`src/rtl/gpio_pattern_gen.sv`:
```
// rtl/gpio_pattern_gen.sv - multi-channel GPIO pattern generator (off/square/PWM/one-shot)
// Each channel keeps its own mode, period, high time, counter and output/done flops.
module gpio_pattern_gen #(
  parameter int CHANNELS = 4,
  parameter int CNT_W    = 27,
  parameter int CH_W     = (CHANNELS > 1) ? $clog2(CHANNELS) : 1
) (
  input  logic                i_clk,
  input  logic                i_rst,
  input  logic                i_cfg_valid,
  input  logic [CH_W-1:0]     i_cfg_ch,
  input  logic [1:0]          i_cfg_mode,
  input  logic [CNT_W-1:0]    i_cfg_period,
  input  logic [CNT_W-1:0]    i_cfg_high,
  input  logic                i_hold,
  input  logic                i_sync,
  output logic [CHANNELS-1:0] o_gpio,
  output logic [CHANNELS-1:0] o_done
);

  typedef enum logic [1:0] {
    MODE_OFF     = 2'd0,
    MODE_SQUARE  = 2'd1,
    MODE_PWM     = 2'd2,
    MODE_ONESHOT = 2'd3
  } mode_t;

  // Output level of a freshly (re)started pattern at cnt == 0.
  function automatic logic start_level(input mode_t mode, input logic [CNT_W-1:0] high);
    case (mode)
      MODE_PWM, MODE_ONESHOT: start_level = (high != '0);
      default:                start_level = 1'b0;
    endcase
  endfunction

  for (genvar c = 0; c < CHANNELS; c++) begin : g_ch
    mode_t            mode_q, mode_d;
    logic [CNT_W-1:0] period_q, period_d;
    logic [CNT_W-1:0] high_q, high_d;
    logic [CNT_W-1:0] cnt_q, cnt_d;
    logic [CNT_W-1:0] cnt_inc;
    logic [CNT_W-1:0] cnt_wrap;
    logic             level_q, level_d;
    logic             done_q, done_d;
    logic             sel;
    mode_t            cfg_mode;

    // Indices with no matching channel select nothing, so such writes drop out.
    assign sel      = i_cfg_valid && (int'(i_cfg_ch) == c);
    assign cfg_mode = mode_t'(i_cfg_mode);
    assign cnt_inc  = cnt_q + 1'b1;
    assign cnt_wrap = (cnt_q == period_q) ? '0 : cnt_inc;

    always_comb begin
      mode_d   = mode_q;
      period_d = period_q;
      high_d   = high_q;
      cnt_d    = cnt_q;
      level_d  = level_q;
      done_d   = done_q;

      if (sel) begin
        // A write beats sync, hold and any pending one-shot completion.
        mode_d   = cfg_mode;
        period_d = i_cfg_period;
        high_d   = i_cfg_high;
        cnt_d    = '0;
        level_d  = start_level(cfg_mode, i_cfg_high);
        done_d   = 1'b0;
        if (cfg_mode == MODE_ONESHOT && i_cfg_high == '0) begin
          mode_d = MODE_OFF;
          done_d = 1'b1;
        end
      end else if (i_sync && mode_q != MODE_OFF) begin
        cnt_d   = '0;
        level_d = start_level(mode_q, high_q);
        done_d  = 1'b0;
      end else if (!i_hold) begin
        case (mode_q)
          MODE_SQUARE: begin
            cnt_d  = cnt_wrap;
            done_d = 1'b0;
            if (cnt_q == period_q) level_d = !level_q;
          end
          MODE_PWM: begin
            cnt_d   = cnt_wrap;
            level_d = (cnt_wrap < high_q);
            done_d  = 1'b0;
          end
          MODE_ONESHOT: begin
            if (cnt_inc == high_q) begin
              mode_d  = MODE_OFF;
              cnt_d   = '0;
              level_d = 1'b0;
              done_d  = 1'b1;
            end else begin
              cnt_d  = cnt_inc;
              done_d = 1'b0;
            end
          end
          default: begin
            cnt_d   = '0;
            level_d = 1'b0;
            done_d  = 1'b0;
          end
        endcase
      end
    end

    always_ff @(posedge i_clk) begin
      if (i_rst) begin
        mode_q   <= MODE_OFF;
        period_q <= '0;
        high_q   <= '0;
        cnt_q    <= '0;
        level_q  <= 1'b0;
        done_q   <= 1'b0;
      end else begin
        mode_q   <= mode_d;
        period_q <= period_d;
        high_q   <= high_d;
        cnt_q    <= cnt_d;
        level_q  <= level_d;
        done_q   <= done_d;
      end
    end

    assign o_gpio[c] = level_q;
    assign o_done[c] = done_q;
  end

endmodule

```
`config.mk`:
```
export PLATFORM = sky130hd
export DESIGN_NAME = gpio_pattern_gen
export DESIGN_NICKNAME = d
export VERILOG_FILES = /design/src/rtl/gpio_pattern_gen.sv
export SDC_FILE = /design/constraint.sdc
export NUM_CORES = 1
export LEC_CHECK = 0
export BUFFER_PORTS_ARGS = -buffer_cell sky130_fd_sc_hd__buf_2
export CAP_MARGIN = 20
export CORE_MARGIN = 10
export CORE_UTILIZATION = 40
export CTS_CLUSTER_DIAMETER = 30
export DETAILED_ROUTE_END_ITERATION = 8
export PLACE_DENSITY = 0.52
export SYNTH_ARGS = -nofsm -noshare
export SYNTH_HDL_FRONTEND = slang
export SYNTH_SLANG_ARGS = --single-unit
```
`constraint.sdc`:
```
create_clock -name i_clk -period 7.7 [get_ports i_clk]
set_input_delay 0.77 -clock i_clk [delete_from_list [all_inputs] [get_ports i_clk]]
set_output_delay 0.77 -clock i_clk [all_outputs]
set_load 0.05 [all_outputs]
```
==> results of run 1 <==
[power breakdown]
| group | switching, mW | internal, mW |
|---|---|---|
| Combinational | 0.340 | 0.151 |
| Clock | 1.25 | 2.78 |
| Sequential | 0.0582 | 1.81 |
[kinds of logic after synthesis]
| kind of cell | count (synthesis) |
|---|---|
| AND/OR/NAND/NOR | 1314 |
| XOR/XNOR | 271 |
| flip-flops | 340 |
| buffers and inverters | 393 |
| multiplexers | 10 |
| AO/OA/AOI/OAI | 724 |
| adder cells (fa/ha/maj) | 128 |
[metrics by stage]
| step | cells | power (mW) | hold WS [ns] |
|---|---|---|---|
| global placement | 3810 | 2.38 | 0.456 |
| floorplan | 3180 | 2.16 | 0.448 |
| finish | 3985 | 6.39 | 0.416 |
| CTS | 3982 | 6.44 | 0.393 |
| global route | 3985 | 6.58 | 0.418 |
| detailed placement | 3810 | 2.38 | 0.462 |
[layout by cell type (no fill, tap or decap), types with 11 or more instances in the layout]
| cell | synthesis | final |
|---|---|---|
| o31ai_1 | 15 | 15 |
| inv_1 | 155 | 155 |
| a31oi_1 | 48 | 48 |
| or3_1 | 20 | 20 |
| nand2_1 | 587 | 587 |
| o2111ai_1 | 13 | 13 |
| nor2b_1 | 28 | 28 |
| xor2_1 | 100 | 100 |
| buf_4 | 23 | 25 |
| xnor2_1 | 152 | 152 |
| nor3_1 | 53 | 53 |
| a22o_1 | 11 | 11 |
| a211oi_1 | 13 | 12 |
| o211ai_1 | 14 | 14 |
| and3_1 | 40 | 39 |
| clkinv_2 | 0 | 20 |
| nand3_1 | 75 | 74 |
| clkbuf_8 | 0 | 14 |
| nand4_1 | 107 | 107 |
| o21ai_0 | 97 | 97 |
| and2_1 | 18 | 18 |
| clkbuf_1 | 139 | 11 |
| nor4_1 | 73 | 69 |
| or2_2 | 12 | 12 |
| dfxtp_1 | 340 | 340 |
| a21oi_1 | 345 | 345 |
| a21o_1 | 34 | 34 |
| nor2_1 | 176 | 174 |
| clkbuf_16 | 0 | 93 |
| nand2b_1 | 41 | 41 |
| xnor3_1 | 19 | 19 |
| bufinv_16 | 0 | 13 |
| buf_2 | 57 | 69 |
| ha_1 | 128 | 128 |
| and4_1 | 20 | 20 |
[how the worst max path moves through the flow]
stage                 startpoint          endpoint  slack, ns  depth (start not counted)
6_report        g_ch[2].cnt_q[6]  g_ch[2].cnt_q[5]       2.56                         11
5_1_grt         g_ch[2].cnt_q[6]  g_ch[2].cnt_q[6]       2.24                         11
4_1_cts         g_ch[2].cnt_q[6]  g_ch[2].cnt_q[5]       2.60                         11
3_5_place_dp    g_ch[2].cnt_q[6]  g_ch[2].cnt_q[5]       2.61                         11
3_3_place_gp    g_ch[2].cnt_q[6]  g_ch[2].cnt_q[5]       2.56                         11
2_1_floorplan  g_ch[3].cnt_q[19]   g_ch[3].level_q       3.58                         16
[worst max-delay path: stages, from the launching register on]
cell and delay (ns):
dfxtp_1 0.55, and4_1 0.52, nand4_1 0.31, nor4_1 0.95, xnor3_1 0.24, nand2_1 0.10
a2111oi_0 0.52, a31oi_1 0.26, o21ai_2 0.16, buf_4 0.33, nand2b_1 0.76, o221ai_1 0.25
[flip-flops by register name, indices dropped and copies added (netlist names)]
| signal | cells |
|---|---|
| g_ch.high_q | 108 |
| g_ch.period_q | 108 |
| g_ch.mode_q | 8 |
| g_ch.level_q | 4 |
| g_ch.cnt_q | 108 |
| g_ch.done_q | 4 |
[per-layer routing]
metal	GRT usage	up-vias
li1	-	11100
met4	0.0836	0
met5	0	-
met1	0.365	11300
met3	0.0409	157
met2	0.409	890
[final cells by class]
type	instances	area share
multi-input cells	2447	0.555
flip-flops and latches	340	0.247
clock buffers	118	0.0930
well taps	773	0.0351
clock inverters	54	0.0264
repair buffers	98	0.0217
inverters	155	0.0211
==> flow_summary_export.csv, run 1 <==
group,metric,value,unit
synth,ys_ff_latch,340,
route,antenna_left,0,
setup_path,reg2reg_depth,11,
synth,synthXorXnorAreaFrac,0.111,
timing,skew,0.0426,ns
worst_hold_path,hold_path_class,"in2reg",
setup_path,startpoint_type,"flop",
timing,fmax,195,MHz
cells_and_area,drive_gt1_frac,0.0968,
timing,setup_slack,2.56,ns
place,io_buffers,70,
cells_and_area,fin_util,0.468,
cells_and_area,ff_latch_area,0.00681,mm²
clock_tree,clk_path_buf_depth,3,
timing,fin_tns_setup,0,ns
synth,synth_cells,3180,
timing,drv_slew,0,
synth,syn_area_per_cell,7.45,µm²
synth,synth_edf_count,0,
setup_path,arrival,5.58,ns
setup_path,reg2reg_to,"g_ch[2].cnt_q[5]",
place,place_area,0.0242,mm²
setup_path,r2r-start,"g_ch[2].cnt_q[6]",
cells_and_area,antenna_cells,0,
floorplan,initial_core_util,0.403,
setup_path,rrSetupSlack,2.56,ns
setup_path,critical_path_class,"reg2reg",
synth,yosysMostFrequentCell,"nand2_1",
synth,synth_commonest_cells,"587 x nand2_1, 345 x a21oi_1, 340 x dfxtp_1",
timing,finalSetupViolCount,0,
global_routing,track_usage,0.263,
cells_and_area,nNetsFinal,3324,
place,place_ws,2.61,ns
route,drc,0,
global_routing,grt_pass1_wl,142000,µm
cells_and_area,area_growth,16.2,%
timing,hold_violations,0,
route,wirelength,94900,µm
clock_tree,numClockSinks,340,
run,drv_cap,0,
timing,rsz0062_at_grt,"false",
floorplan,die_y,263,µm
route,met3_length,6730,µm
floorplan,rows,89,
power,vdd_ir_drop_max,0.212,mV
synth,seq_area_frac_synth,0.287,
timing,period_share,0.667,
route,dr_total_vias,23400,
setup_path,end_kind,"flop",
clock_tree,post_cts_buffers,0,
power,cellLeakagePower,10.6,nW
synth,synth_top_family_by_area,"simple AND/OR/NAND/NOR gates",
synth,synthTopCellsByArea,"dfxtp_1 29%, nand2_1 9.3%, a21oi_1 7.3%",
power,power.density,232,mW/mm²
synth,yosys.area.top_type,"dfxtp_1",
synth,synth-compound-area-share,0.190,
clock_tree,cts_tree,"built",
floorplan,core,0.0588,mm²
worst_hold_path,hold_end,"g_ch[2].done_q",
clock_tree,clk_latency,0.65,ns
synth,async_flop_share,0,
route,wl_met2,41900,µm
cells_and_area,nFillCells,5881,
place,dp_hpwl,70900,µm
synth,synthAdderAreaFrac,0.0676,
timing,fin_crit,5.14,ns
global_routing,grt_pass1_vias,21800,
floorplan,ios,71,
clock_tree,holdBufCountCts,0,
cells_and_area,multiInputGateArea,0.0153,mm²
route,initialDrtViolationCount,2320,
synth,synth_cell_type_count,93,
worst_hold_path,hold_depth,2,
run_status,outcome,"finished clean",
setup_path,cp.required,8.14,ns
route,viasPerCell,5.88,
global_routing,antenna_found_initial,0,
place,place_congestion,0.933,
synth,netlist.area_leader.share,0.287,
clock_tree,cts_max_level,3,
clock_tree,cts_resized,0,
synth,syn_area,0.0237,mm²
synth,yosys_warnings,0,
global_routing,grt-ovfl-total,0,
synth,synth_ff_type,"dfxtp_1",
synth,synthMuxAreaShare,0.00433,
route,drt-pass1-iter-count,7,
route,routedWlPerCell,23.8,µm
floorplan,dieArea,0.0694,mm²
synth,synth_nets,3371,
clock_tree,cts-buffers-inserted,91,
clock_tree,root_buffer,"clkbuf_16",
route,drt-met1-wl,43200,µm
synth,synthSimpleGateAreaFrac,0.270,
timing,relSlewSlack,0.302,
timing,tightest_slew,1.05,ns
global_routing,grt_max_degree,95,
route,routed.top_layer,"met4",
worst_hold_path,hold_start,"i_cfg_mode[0]",
clock_tree,cts.clk_slew.worst_paths,0.05,ns
setup_path,path_max_fanout,27,
floorplan,die_w,263,µm
cells_and_area,fin_area,0.0275,mm²
Note: power is estimated with default switching activity, not from simulation.
==> run 2, diff against run 1 <==
--- a/config.mk
+++ b/config.mk
@@ -5,6 +5,7 @@
 export SDC_FILE = /design/constraint.sdc
 export NUM_CORES = 1
 export LEC_CHECK = 0
+export ABC_AREA = 1
 export BUFFER_PORTS_ARGS = -buffer_cell sky130_fd_sc_hd__buf_2
 export CAP_MARGIN = 20
 export CORE_MARGIN = 10
==> constraint.sdc (replaced) <==
create_clock -name i_clk -period 5 [get_ports i_clk]
set_input_delay 0.5 -clock i_clk [delete_from_list [all_inputs] [get_ports i_clk]]
set_output_delay 0.5 -clock i_clk [all_outputs]
set_load 0.05 [all_outputs]
==> flow_summary_export.csv, run 2 <==
group,metric,value,unit
run_status,outcome,"finished clean",
power,power.density,407,mW/mm²
timing,drv_slew,0,
power,vdd_ir_drop_max,0.367,mV
global_routing,track_usage,0.276,
clock_tree,cts_resized,0,
clock_tree,cts-buffers-inserted,106,
power,p_total,11.4,mW
synth,syn_area,0.0231,mm²
route,wirelength,95500,µm
setup_path,cp_slowest_cell,"dfxtp_1",
power,cellLeakagePower,11.7,nW
setup_path,cpMostUsedCell,"nand2_1",
synth,seq_area_frac_synth,0.295,
setup_path,worstPathCellList,"xnor2_1 -> nand2_1 -> nor2_1 -> nand2_1 -> nor2_1 -> nand2_1 -> inv_2 -> nor2_1 -> ha_1 -> nand4_1 -> nor4_1 -> inv_1 -> nor4_1 -> nand2_1 -> nand2_1 -> nand2_1 -> nand2_1 -> nand2_1 -> nand3_1 -> a21oi_1",
synth,netlist.area_leader.share,0.295,
cells_and_area,drive_gt1_frac,0.0917,
setup_path,startpoint_type,"flop",
setup_path,path_buf_inv,2,
global_routing,grt_pass1_vias,23200,
route,drc,0,
timing,hold_violations,0,
route,viasPerCell,5.43,
route,dr_total_vias,24500,
clock_tree,holdBufCountCts,0,
clock_tree,cts.clk_slew.worst_paths,0.04,ns
synth,yosys_warnings,0,
place,dp_hpwl,69500,µm
global_routing,grt_pass1_wl,143000,µm
timing,fin_tns_setup,0,ns
place,io_buffers,70,
setup_path,critical_path_class,"reg2reg",
setup_path,arrival,4.44,ns
route,drt-pass1-iter-count,6,
setup_path,cp.required,5.50,ns
synth,synth_nets,3818,
timing,fin_crit,3.94,ns
setup_path,path_max_fanout,27,
global_routing,grt_max_degree,107,
clock_tree,clk_latency,0.66,ns
cells_and_area,final_common_cell,"nand2_1",
synth,synth_cells,3627,
global_routing,antenna_found_initial,12,
clock_tree,cts_max_level,3,
floorplan,rows,87,
place,place_congestion,0.940,
clock_tree,clk_path_buf_depth,3,
clock_tree,numClockSinks,340,
clock_tree,root_buffer,"clkbuf_16",
floorplan,core,0.0567,mm²
cells_and_area,area_growth,20.8,%
timing,skew,0.0209,ns
worst_hold_path,hold_path_class,"in2reg",
setup_path,slowest_delay,0.57,ns
clock_tree,post_cts_buffers,0,
floorplan,ios,71,
timing,rsz0062_at_grt,"false",
timing,period_share,0.788,
floorplan,die_y,260,µm
synth,yosysMostFrequentCell,"nand2_1",
setup_path,cp_top_family,"simple AND/OR/NAND/NOR gates",
cells_and_area,layout_common_cells,"943 x nand2_1, 533 x nor2_1, 340 x dfxtp_1",
cells_and_area,top_regs,"g_ch.cnt_q: 108 flops, g_ch.high_q: 108 flops, g_ch.period_q: 108 flops",
synth,synth_ff_type,"dfxtp_1",
timing,tightest_slew,1.06,ns
timing,relSlewSlack,0.291,
synth,yosys.area.top_type,"dfxtp_1",
synth,syn_area_per_cell,6.36,µm²
route,antenna_left,0,
synth,ys_ff_latch,340,
global_routing,grt-ovfl-total,0,
floorplan,dieArea,0.0677,mm²
timing,fmax,254,MHz
cells_and_area,nNetsFinal,3860,
synth,async_flop_share,0,
synth,synth_commonest_cells,"943 x nand2_1, 537 x nor2_1, 340 x dfxtp_1",
synth,synth_cell_type_count,48,
synth,synth_edf_count,0,
timing,finalSetupViolCount,0,
run,drv_cap,0,
setup_path,end_kind,"flop",
floorplan,initial_core_util,0.407,
route,routedWlPerCell,21.1,µm
floorplan,die_w,260,µm
route,initialDrtViolationCount,2286,
synth,synthTopCellsByArea,"dfxtp_1 29%, nand2_1 15%, nor2_1 8.7%",
clock_tree,cts_tree,"built",
-- run 2: cell count changes in the layout (fill, tap and decap cells not counted), moves of 71 or more --
cell and change:
nor2_1 +359, nand2_1 +356, o21ai_0 +143, nand3_1 +153, xor2_1 -71, inv_1 +149
-- run 2: final cells by class --
type	count	area, µm²
Multi-Input combinational cell	2811	14400
Clock inverter	57	990
Sequential cell	340	6810
Timing Repair Buffer	86	518
Inverter	324	1220
Tap cell	756	946
Antenna cell	4	10.0
Fill cell	5858	28800
Clock buffer	145	3020
-- run 2: logic make-up (layout without fill, tap and decap cells) --
| kind of cell | count (synthesis) | count (layout) | synth area share |
|---|---|---|---|
| compound gates | 608 | 608 | 0.137 |
| fa+ha+maj | 128 | 128 | 0.0694 |
| other cells | 0 | 4 | 0 |
| buf+inv | 476 | 612 | 0.0830 |
| simple gates | 1945 | 1945 | 0.361 |
| xor+xnor | 130 | 130 | 0.0550 |
| flops | 340 | 340 | 0.295 |
-- run 2: stage by stage --
stage | area (µm²) | cells | hold slack [ns] | utilization | worst slack (ns)
final | 27900 | 4523 | 0.221 | 0.492 | 1.06
after global routing | 27900 | 4519 | 0.198 | 0.492 | 0.712
after CTS | 27900 | 4518 | 0.186 | 0.491 | 1.06
after detailed placement | 23800 | 4316 | 0.463 | 0.420 | 1.06
after global placement | 23800 | 4316 | 0.456 | 0.420 | 1.09
after floorplan | 23100 | 3627 | 0.444 | - | 2.15
-- run 2: power by group --
part / leakage (nW) / total, mW / switching, mW / internal [mW]
Sequential: 2.77 / 2.90 / 0.0791 / 2.82
Clock: 1.94 / 7.50 / 2.08 / 5.43
Combinational: 7.02 / 0.959 / 0.692 / 0.266
Total: 11.7 / 11.4 / 2.85 / 8.51
-- run 2: worst min-delay path, delay by kind of cell --
family / cells / cell delay, ns
buffers and inverters: 1 / 0.16
and+or+nand+nor: 2 / 0.16
-- run 2: routing by layer --
layer / GRT usage / share of wire / up-vias
li1: - / - / 11900
met2: 0.436 / 0.44 / 906
met4: 0.109 / 0.040 / 0
met1: 0.362 / 0.44 / 11500
met5: 0 / 0 / -
met3: 0.0597 / 0.076 / 202
-- run 2: final timing paths --
check | from | to | slack (ns) | cells past startpoint
max reg2reg | g_ch[1].cnt_q[4] | g_ch[1].level_q | 1.06 | 20
min | i_cfg_period[1] | g_ch[3].period_q[1] | 0.22 | 3
max | g_ch[1].cnt_q[4] | g_ch[1].level_q | 1.06 | 20
min reg2reg | g_ch[2].period_q[10] | g_ch[2].period_q[10] | 0.47 | 2
